<file path="config.mk">
export PLATFORM = sky130hd
export DESIGN_NAME = instr_fetch
export DESIGN_NICKNAME = d
export VERILOG_FILES = /design/src/rtl/fetch_pkg.sv /design/src/rtl/key_edge.sv /design/src/rtl/instr_fetch.sv
export SDC_FILE = /design/constraint.sdc
export NUM_CORES = 1
export LEC_CHECK = 0
export ABC_AREA = 1
export BUFFER_PORTS_ARGS = -buffer_cell sky130_fd_sc_hd__buf_2
export CAP_MARGIN = 30
export CORE_ASPECT_RATIO = 0.75
export CORE_MARGIN = 5
export CORE_UTILIZATION = 53
export DETAILED_ROUTE_END_ITERATION = 10
export GPL_ROUTABILITY_DRIVEN = 0
export GPL_TIMING_DRIVEN = 0
export PLACE_DENSITY = 0.81
export RECOVER_POWER = 50
export SLEW_MARGIN = 20
export SYNTH_ARGS = -nofsm -noshare
export SYNTH_HDL_FRONTEND = slang
export SYNTH_SLANG_ARGS = --single-unit
</file>
<file path="constraint.sdc">
create_clock -name clk -period 3.2 [get_ports clk]
set_clock_uncertainty 0.1 [all_clocks]
set_input_delay 0.48 -clock clk [delete_from_list [all_inputs] [get_ports clk]]
set_output_delay 0.48 -clock clk [all_outputs]
set_load 0.05 [all_outputs]
</file>
<file path="src/rtl/fetch_pkg.sv">
// -----------------------------------------------------------------------------
// fetch_pkg
// Shared definitions for the instruction-fetch block.
//   * Default widths for the data/PC word, the instruction-memory address and
//     the signed branch offset.
//   * Width of the accepted-instruction counter.
//   * The fetch FSM state encoding. It is also exported on a debug port so that
//     checkers can follow the sequencer directly.
// -----------------------------------------------------------------------------
package fetch_pkg;

    localparam int DEF_WORD_SIZE   = 16;
    localparam int DEF_MEM_SIZE    = 8;
    localparam int DEF_OFFSET_SIZE = 4;
    localparam int TIMER_W         = 4;

    // Fetch sequencer states:
    //   ST_IDLE  : waiting for run_mode or a pending single-step request
    //   ST_FETCH : address cycle, the ROM samples imem_addr at the end of it
    //   ST_WAIT  : ROM data is on imem_rdata, captured into instr at the end
    //   ST_VALID : instr is presented downstream until it is accepted
    typedef enum logic [1:0] {
        ST_IDLE  = 2'd0,
        ST_FETCH = 2'd1,
        ST_WAIT  = 2'd2,
        ST_VALID = 2'd3
    } fetch_state_t;

endpackage : fetch_pkg

</file>
<file path="src/rtl/key_edge.sv">
// -----------------------------------------------------------------------------
// key_edge
// Brings the asynchronous step key into the clk domain and produces a
// one-cycle pulse on each rising edge of the synchronised key level.
//
// Ports
//   clk     in   1  system clock
//   rst     in   1  synchronous active-high reset, clears all three flops
//   i_key   in   1  asynchronous key level (active-high)
//   o_rise  out  1  single-cycle pulse on a rising edge of the synchronised key
// -----------------------------------------------------------------------------
module key_edge (
    input  logic clk,
    input  logic rst,
    input  logic i_key,
    output logic o_rise
);

    // r_sync1/r_sync2 form the two-flop synchroniser. r_prev holds the
    // synchronised level from the previous cycle for edge detection.
    logic r_sync1;
    logic r_sync2;
    logic r_prev;

    always_ff @(posedge clk) begin
        if (rst) begin
            r_sync1 <= 1'b0;
            r_sync2 <= 1'b0;
            r_prev  <= 1'b0;
        end else begin
            r_sync1 <= i_key;
            r_sync2 <= r_sync1;
            r_prev  <= r_sync2;
        end
    end

    // Built only from flop outputs, so the pulse is glitch-free and exactly
    // one clock long for each low-to-high transition of the key.
    assign o_rise = r_sync2 & ~r_prev;

endmodule : key_edge

</file>
<file path="src/rtl/instr_fetch.sv">
// -----------------------------------------------------------------------------
// instr_fetch
// Instruction-fetch stage. The sequencer holds the program counter, reads an
// external synchronous ROM and presents each fetched instruction downstream
// through a valid/ready handshake.
//
// Handshake: instr_valid is high exactly while the sequencer is in ST_VALID.
// A transfer ("accept") happens on a rising clock edge where instr_valid and
// instr_ready are both 1. While instr_valid=1 and instr_ready=0, instr,
// pc_counter and timer hold their values. instr_valid never drops without an
// accept, except when load_pc or rst is applied.
//
// Parameters
//   WORD_SIZE    data / PC / instruction width
//   MEM_SIZE     instruction-memory address width (low bits of the PC)
//   OFFSET_SIZE  two's-complement branch-offset width
//
// Ports
//   clk           in   1            single clock, rising-edge
//   rst           in   1            synchronous active-high reset
//   key_ok        in   1            asynchronous single-step key
//   run_mode      in   1            1 = free-run, 0 = one fetch per key press
//   load_pc       in   1            load PC from data_in and abandon any fetch
//   data_in       in   WORD_SIZE    PC load value
//   branch_taken  in   1            add offset to the PC on accept
//   offset        in   OFFSET_SIZE  signed branch offset
//   imem_addr     out  MEM_SIZE     ROM address (= pc_counter[MEM_SIZE-1:0])
//   imem_rdata    in   WORD_SIZE    ROM data, one cycle after the address
//   instr         out  WORD_SIZE    fetched instruction
//   instr_valid   out  1            instr holds a valid instruction
//   instr_ready   in   1            downstream accepts instr
//   pc_counter    out  WORD_SIZE    current program counter
//   timer         out  4            accepted-instruction count, mod 16
//   dbg_state     out  2            current sequencer state (debug)
// -----------------------------------------------------------------------------
module instr_fetch
    import fetch_pkg::*;
#(
    parameter int WORD_SIZE   = DEF_WORD_SIZE,
    parameter int MEM_SIZE    = DEF_MEM_SIZE,
    parameter int OFFSET_SIZE = DEF_OFFSET_SIZE
) (
    input  logic                   clk,
    input  logic                   rst,
    input  logic                   key_ok,
    input  logic                   run_mode,
    input  logic                   load_pc,
    input  logic [WORD_SIZE-1:0]   data_in,
    input  logic                   branch_taken,
    input  logic [OFFSET_SIZE-1:0] offset,
    output logic [MEM_SIZE-1:0]    imem_addr,
    input  logic [WORD_SIZE-1:0]   imem_rdata,
    output logic [WORD_SIZE-1:0]   instr,
    output logic                   instr_valid,
    input  logic                   instr_ready,
    output logic [WORD_SIZE-1:0]   pc_counter,
    output logic [TIMER_W-1:0]     timer,
    output fetch_state_t           dbg_state
);

    // -------------------------------------------------------------------------
    // Registers
    // -------------------------------------------------------------------------
    fetch_state_t           r_state;
    logic [WORD_SIZE-1:0]   r_pc;
    logic [WORD_SIZE-1:0]   r_instr;
    logic                   r_instr_valid;
    logic [TIMER_W-1:0]     r_timer;
    logic                   r_step_pending;

    // -------------------------------------------------------------------------
    // Wires
    // -------------------------------------------------------------------------
    logic                   w_key_rise;
    logic                   w_accept;
    logic                   w_idle_go;
    logic [WORD_SIZE-1:0]   w_offset_ext;
    logic [WORD_SIZE-1:0]   w_pc_next;

    // -------------------------------------------------------------------------
    // Step-key synchroniser and edge detector
    // -------------------------------------------------------------------------
    key_edge u_key_edge (
        .clk    (clk),
        .rst    (rst),
        .i_key  (key_ok),
        .o_rise (w_key_rise)
    );

    // -------------------------------------------------------------------------
    // Combinational helpers
    // -------------------------------------------------------------------------
    assign w_accept = r_instr_valid & instr_ready;

    // IDLE leaves for FETCH only when nothing with higher priority (load_pc)
    // is pulling the sequencer back to IDLE in the same cycle.
    assign w_idle_go = (r_state == ST_IDLE) && (run_mode || r_step_pending)
                       && !load_pc;

    // Sign-extend the branch offset to the full PC width.
    assign w_offset_ext = {{(WORD_SIZE-OFFSET_SIZE){offset[OFFSET_SIZE-1]}},
                           offset};

    // Next sequential PC. The adder width equals WORD_SIZE, so the result
    // wraps naturally modulo 2^WORD_SIZE in both directions.
    always_comb begin
        w_pc_next = r_pc + WORD_SIZE'(1);
        if (branch_taken) begin
            w_pc_next = r_pc + WORD_SIZE'(1) + w_offset_ext;
        end
    end

    // -------------------------------------------------------------------------
    // Single-step request
    // A key edge sets the request and the IDLE->FETCH transition consumes it.
    // Any number of edges before that transition collapse into one request.
    // An edge arriving on the same cycle as the transition belongs to the
    // next step, so the set takes precedence over the clear.
    // -------------------------------------------------------------------------
    always_ff @(posedge clk) begin
        if (rst) begin
            r_step_pending <= 1'b0;
        end else if (w_key_rise) begin
            r_step_pending <= 1'b1;
        end else if (w_idle_go) begin
            r_step_pending <= 1'b0;
        end
    end

    // -------------------------------------------------------------------------
    // Fetch sequencer: state, PC, instruction register, valid flag and
    // accept counter are all updated together in this one block.
    // -------------------------------------------------------------------------
    always_ff @(posedge clk) begin
        if (rst) begin
            r_state       <= ST_IDLE;
            r_pc          <= '0;
            r_instr       <= '0;
            r_instr_valid <= 1'b0;
            r_timer       <= '0;
        end else if (load_pc) begin
            // A PC load abandons whatever is in flight, including an
            // instruction currently being accepted. The timer keeps its value.
            r_pc          <= data_in;
            r_state       <= ST_IDLE;
            r_instr_valid <= 1'b0;
        end else begin
            unique case (r_state)
                ST_IDLE: begin
                    if (w_idle_go) begin
                        r_state <= ST_FETCH;
                    end
                end

                ST_FETCH: begin
                    // imem_addr is stable during this cycle and the ROM
                    // registers it at the closing edge.
                    r_state <= ST_WAIT;
                end

                ST_WAIT: begin
                    r_instr       <= imem_rdata;
                    r_instr_valid <= 1'b1;
                    r_state       <= ST_VALID;
                end

                ST_VALID: begin
                    if (w_accept) begin
                        r_pc          <= w_pc_next;
                        r_timer       <= r_timer + TIMER_W'(1);
                        r_instr_valid <= 1'b0;
                        r_state       <= ST_IDLE;
                    end
                end

                default: begin
                    r_state       <= ST_IDLE;
                    r_instr_valid <= 1'b0;
                end
            endcase
        end
    end

    // -------------------------------------------------------------------------
    // Outputs
    // -------------------------------------------------------------------------
    assign imem_addr   = r_pc[MEM_SIZE-1:0];
    assign instr       = r_instr;
    assign instr_valid = r_instr_valid;
    assign pc_counter  = r_pc;
    assign timer       = r_timer;
    assign dbg_state   = r_state;

endmodule : instr_fetch

</file>
==> impl_metrics.env <==
export IMPL_synth_cell_type_count=39
export IMPL_drv_slew=0
export IMPL_synth_area_leaders="dfxtp_1 (28%), nand2_1 (12%), ha_1 (10%)"
export IMPL_cp_required_ns=3.32
export IMPL_worstPathCellList="ha_1, nand2_2, nor2_4, nand3_2, nor3_4, nand4_1, nand2_1, inv_1, ha_1, nand2_1, inv_1, nand2_1, nand2_1, a21oi_1, nand2_1, nand2_1, nand3_1, nand2_1, nand3_1, a21oi_1"
export IMPL_slew_headroom_pct=58.9
export IMPL_area_delta_synth_final_pct=20.5
export IMPL_worstPathMaxFanout=5
export IMPL_synth_fp_nets=536
export IMPL_via_per_inst=5.11
export IMPL_avgSynthCellArea_um2=6.68
export IMPL_status="complete, no violations"
export IMPL_io_buffers=87
export IMPL_hold_buffers=0
export IMPL_drt_first_pass_iters=5
export IMPL_grt_pass1_vias=3128
export IMPL_cpLargestDelayFamily="simple AND/OR/NAND/NOR gates"
export IMPL_clk_pin_slew_ns=0.08
export IMPL_drtIter0Drc=224
export IMPL_fp_coreArea_mm2=0.00577
export IMPL_cts_max_level=2
export IMPL_setup_slack_ns=0.249
export IMPL_synth_top_area_share_pct=27.6
export IMPL_p_comb_share_pct=28.3
export IMPL_criticalPathCategory="register to register"
export IMPL_swShare_pct=33.5
export IMPL_hold_path_class="input port to register"
export IMPL_min_to="u_key_edge.r_sync1"
export IMPL_syn_inst=467
export IMPL_drive_above_1_share_pct=16.4
export IMPL_total_power_mw=1.51
export IMPL_final_common_cell="nand2_1"
export IMPL_setup_viol=0
export IMPL_die_area_mm2=0.00753
export IMPL_p_leak_nw=1.83
export IMPL_hold_path_depth=3
export IMPL_rsz0062_at_grt="true"
export IMPL_start_util_pct=54.1
export IMPL_r2r_end="pc_counter[15]"
export IMPL_synth_enable_flop_cells=0
export IMPL_tightest_slew_ns=0.620
export IMPL_reg2reg_slack_ns=0.25
export IMPL_final_cells=640
export IMPL_die_x_um=98.6
export IMPL_die_y_um=76.4
export IMPL_internal_power_mw=1.01
export IMPL_ys_warnings_count=0
export IMPL_hold_start="key_ok"
export IMPL_drv_cap=0
export IMPL_overflow=0
export IMPL_rows=24
export IMPL_dp_cells=632
export IMPL_antenna_left=0
export IMPL_syn_area_mm2=0.00312
export IMPL_numClockSinks=43
export IMPL_grt_use_total_pct=23.1
export IMPL_rr_worst_depth=20
export IMPL_path_buf_inv=2
export IMPL_fmax_mhz=339
export IMPL_layout_nets=630
export IMPL_grt_pass1_wl_um=14600
export IMPL_cts_buffers_inserted=5
export IMPL_cts_setup_buffers=0
export IMPL_arrival_ns=3.07
export IMPL_powerDensity_mw_per_mm2=403
export IMPL_finalCriticalPeriod_ns=2.95
export IMPL_drt_drc_violations_left=0
export IMPL_hold_violations=0
export IMPL_max_stage_delay_ns=0.41
export IMPL_critPathMostFrequentCell="nand2_1"
export IMPL_netSwitchingPower_mw=0.507
export IMPL_ys_seq_area_share_pct=27.6
export IMPL_rr_startpoint="pc_counter[1]"
export IMPL_final_cell_mix="nand2_1 (100), nor2_1 (61), buf_2 (60), inv_1 (58), dfxtp_1 (42)"
export IMPL_cts_buffer_depth=2
export IMPL_wl_per_cell_um=13.6
export IMPL_grt_max_degree=19
export IMPL_wl_um=8680
export IMPL_ir_drop_uv=281
export IMPL_critPathCaptureType="register"
export IMPL_min_period_over_period_pct=92.2
export IMPL_synth_seq_cells=43
export IMPL_synth_flop_cell="dfxtp_1"
export IMPL_synth_top_area_cell="dfxtp_1"
export IMPL_tns_ns=0
export IMPL_insertion_delay_ns=0.30
export IMPL_antenna_found_initial=0
export IMPL_pwr_share_clk_pct=33.1
export IMPL_dp_slack_ns=0.177
export IMPL_seq_power_share_pct=38.6
export IMPL_hpwlAfterDp_um=7010
export IMPL_cts_resized=0
export IMPL_postSynth_asyncResetShare_pct=0
export IMPL_cpMaxStageDelayCell="dfxtp_1"
export IMPL_io_pins=90
export IMPL_cts_tree="yes"
export IMPL_cp_start_kind="register"
export IMPL_antenna_cells=0
export IMPL_vias=3273
export IMPL_cts_root_buf="clkbuf_8"
==> per-stage QoR <==
stage	util [%]	hold WS (ns)	area, um2
after global routing	65.2	0.274	3760
after detailed placement	63.3	0.305	3650
after CTS	65.6	0.280	3780
after global placement	63.3	0.290	3650
final	65.2	0.279	3760
after floorplan	-	0.288	3120
==> synthesized netlist by cell type, types with 6 or more instances <==
| cell type | n |
|---|---|
| nor2_1 | 61 |
| ha_1 | 25 |
| o21ai_0 | 32 |
| xor2_1 | 13 |
| nor3_1 | 6 |
| inv_1 | 58 |
| nand2_1 | 100 |
| dfxtp_1 | 43 |
| a21oi_1 | 30 |
| clkbuf_1 | 6 |
| nand3_1 | 24 |
| buf_4 | 8 |
==> final cells by class <==
| cell class | instances | area, um2 |
|---|---|---|
| sequential | 43 | 862 |
| buffer | 20 | 111 |
| clock buffer | 6 | 72.6 |
| timing repair buffer | 87 | 395 |
| clock inverter | 2 | 60.1 |
| inverter | 60 | 225 |
| fill | 569 | 2010 |
| tap | 78 | 97.6 |
| multi-input combinational | 344 | 1930 |
==> metal layers <==
layer	wire, um	up-vias	track usage [%]
met5	0	-	0
met4	36	0	3.14
met3	664	4	5.03
met2	3840	114	37.1
met1	4140	1467	32.4
li1	-	1688	-
==> worst reg2reg max path: stages, from the launching register on <==
cell and delay, ns:
dfxtp_1 0.41, ha_1 0.23, nand2_2 0.08, nor2_4 0.12, nand3_2 0.17, nor3_4 0.22
nand4_1 0.11, nand2_1 0.09, inv_1 0.05, ha_1 0.34, nand2_1 0.11, inv_1 0.06
nand2_1 0.06, nand2_1 0.07, a21oi_1 0.18, nand2_1 0.07, nand2_1 0.07, nand3_1 0.08
nand2_1 0.06, nand3_1 0.08, a21oi_1 0.13
==> sequential cells by signal, summed over array words and instances, names as in the netlist <==
| signal | count |
|---|---|
| timer | 4 |
| dbg_state | 2 |
| instr_valid | 1 |
| pc_counter | 16 |
| r_step_pending | 1 |
| u_key_edge.r_sync2 | 1 |
| u_key_edge.r_prev | 1 |
| u_key_edge.r_sync1 | 1 |
| instr | 16 |
==> power groups by stage <==
stage                     Clock [mW]  Sequential [mW]  Combinational (mW)
after floorplan                    0            0.670               0.240
after global placement             0            0.595               0.417
after detailed placement           0            0.596               0.427
after CTS                      0.509            0.584               0.430
after global routing           0.541            0.589               0.473
final                          0.502            0.585               0.428
==> worst max-delay path by stage <==
stage,slack (ns),cells past startpoint,start,end
after floorplan,0.15,17,pc_counter[0],pc_counter[15]
after CTS,0.13,18,pc_counter[0],pc_counter[15]
after global placement,0.22,18,pc_counter[0],pc_counter[15]
final,0.25,20,pc_counter[1],pc_counter[15]
after detailed placement,0.18,18,pc_counter[0],pc_counter[15]
after global routing,-0.004,20,pc_counter[1],pc_counter[15]
==> kinds of logic (layout without fill, tap and decap cells) <==
kind of cell / after synthesis / after routing / share of synthesized area [%]
buffers and inverters: 80 / 175 / 10.8
AOI/OAI and AO/OA: 94 / 94 / 17.4
and+or+nand+nor: 207 / 207 / 28.8
DFF: 43 / 43 / 27.6
adders and majority gates: 26 / 26 / 10.7
xor gates and xnor gates: 17 / 17 / 4.78
Power figures use the tool's default switching activity.
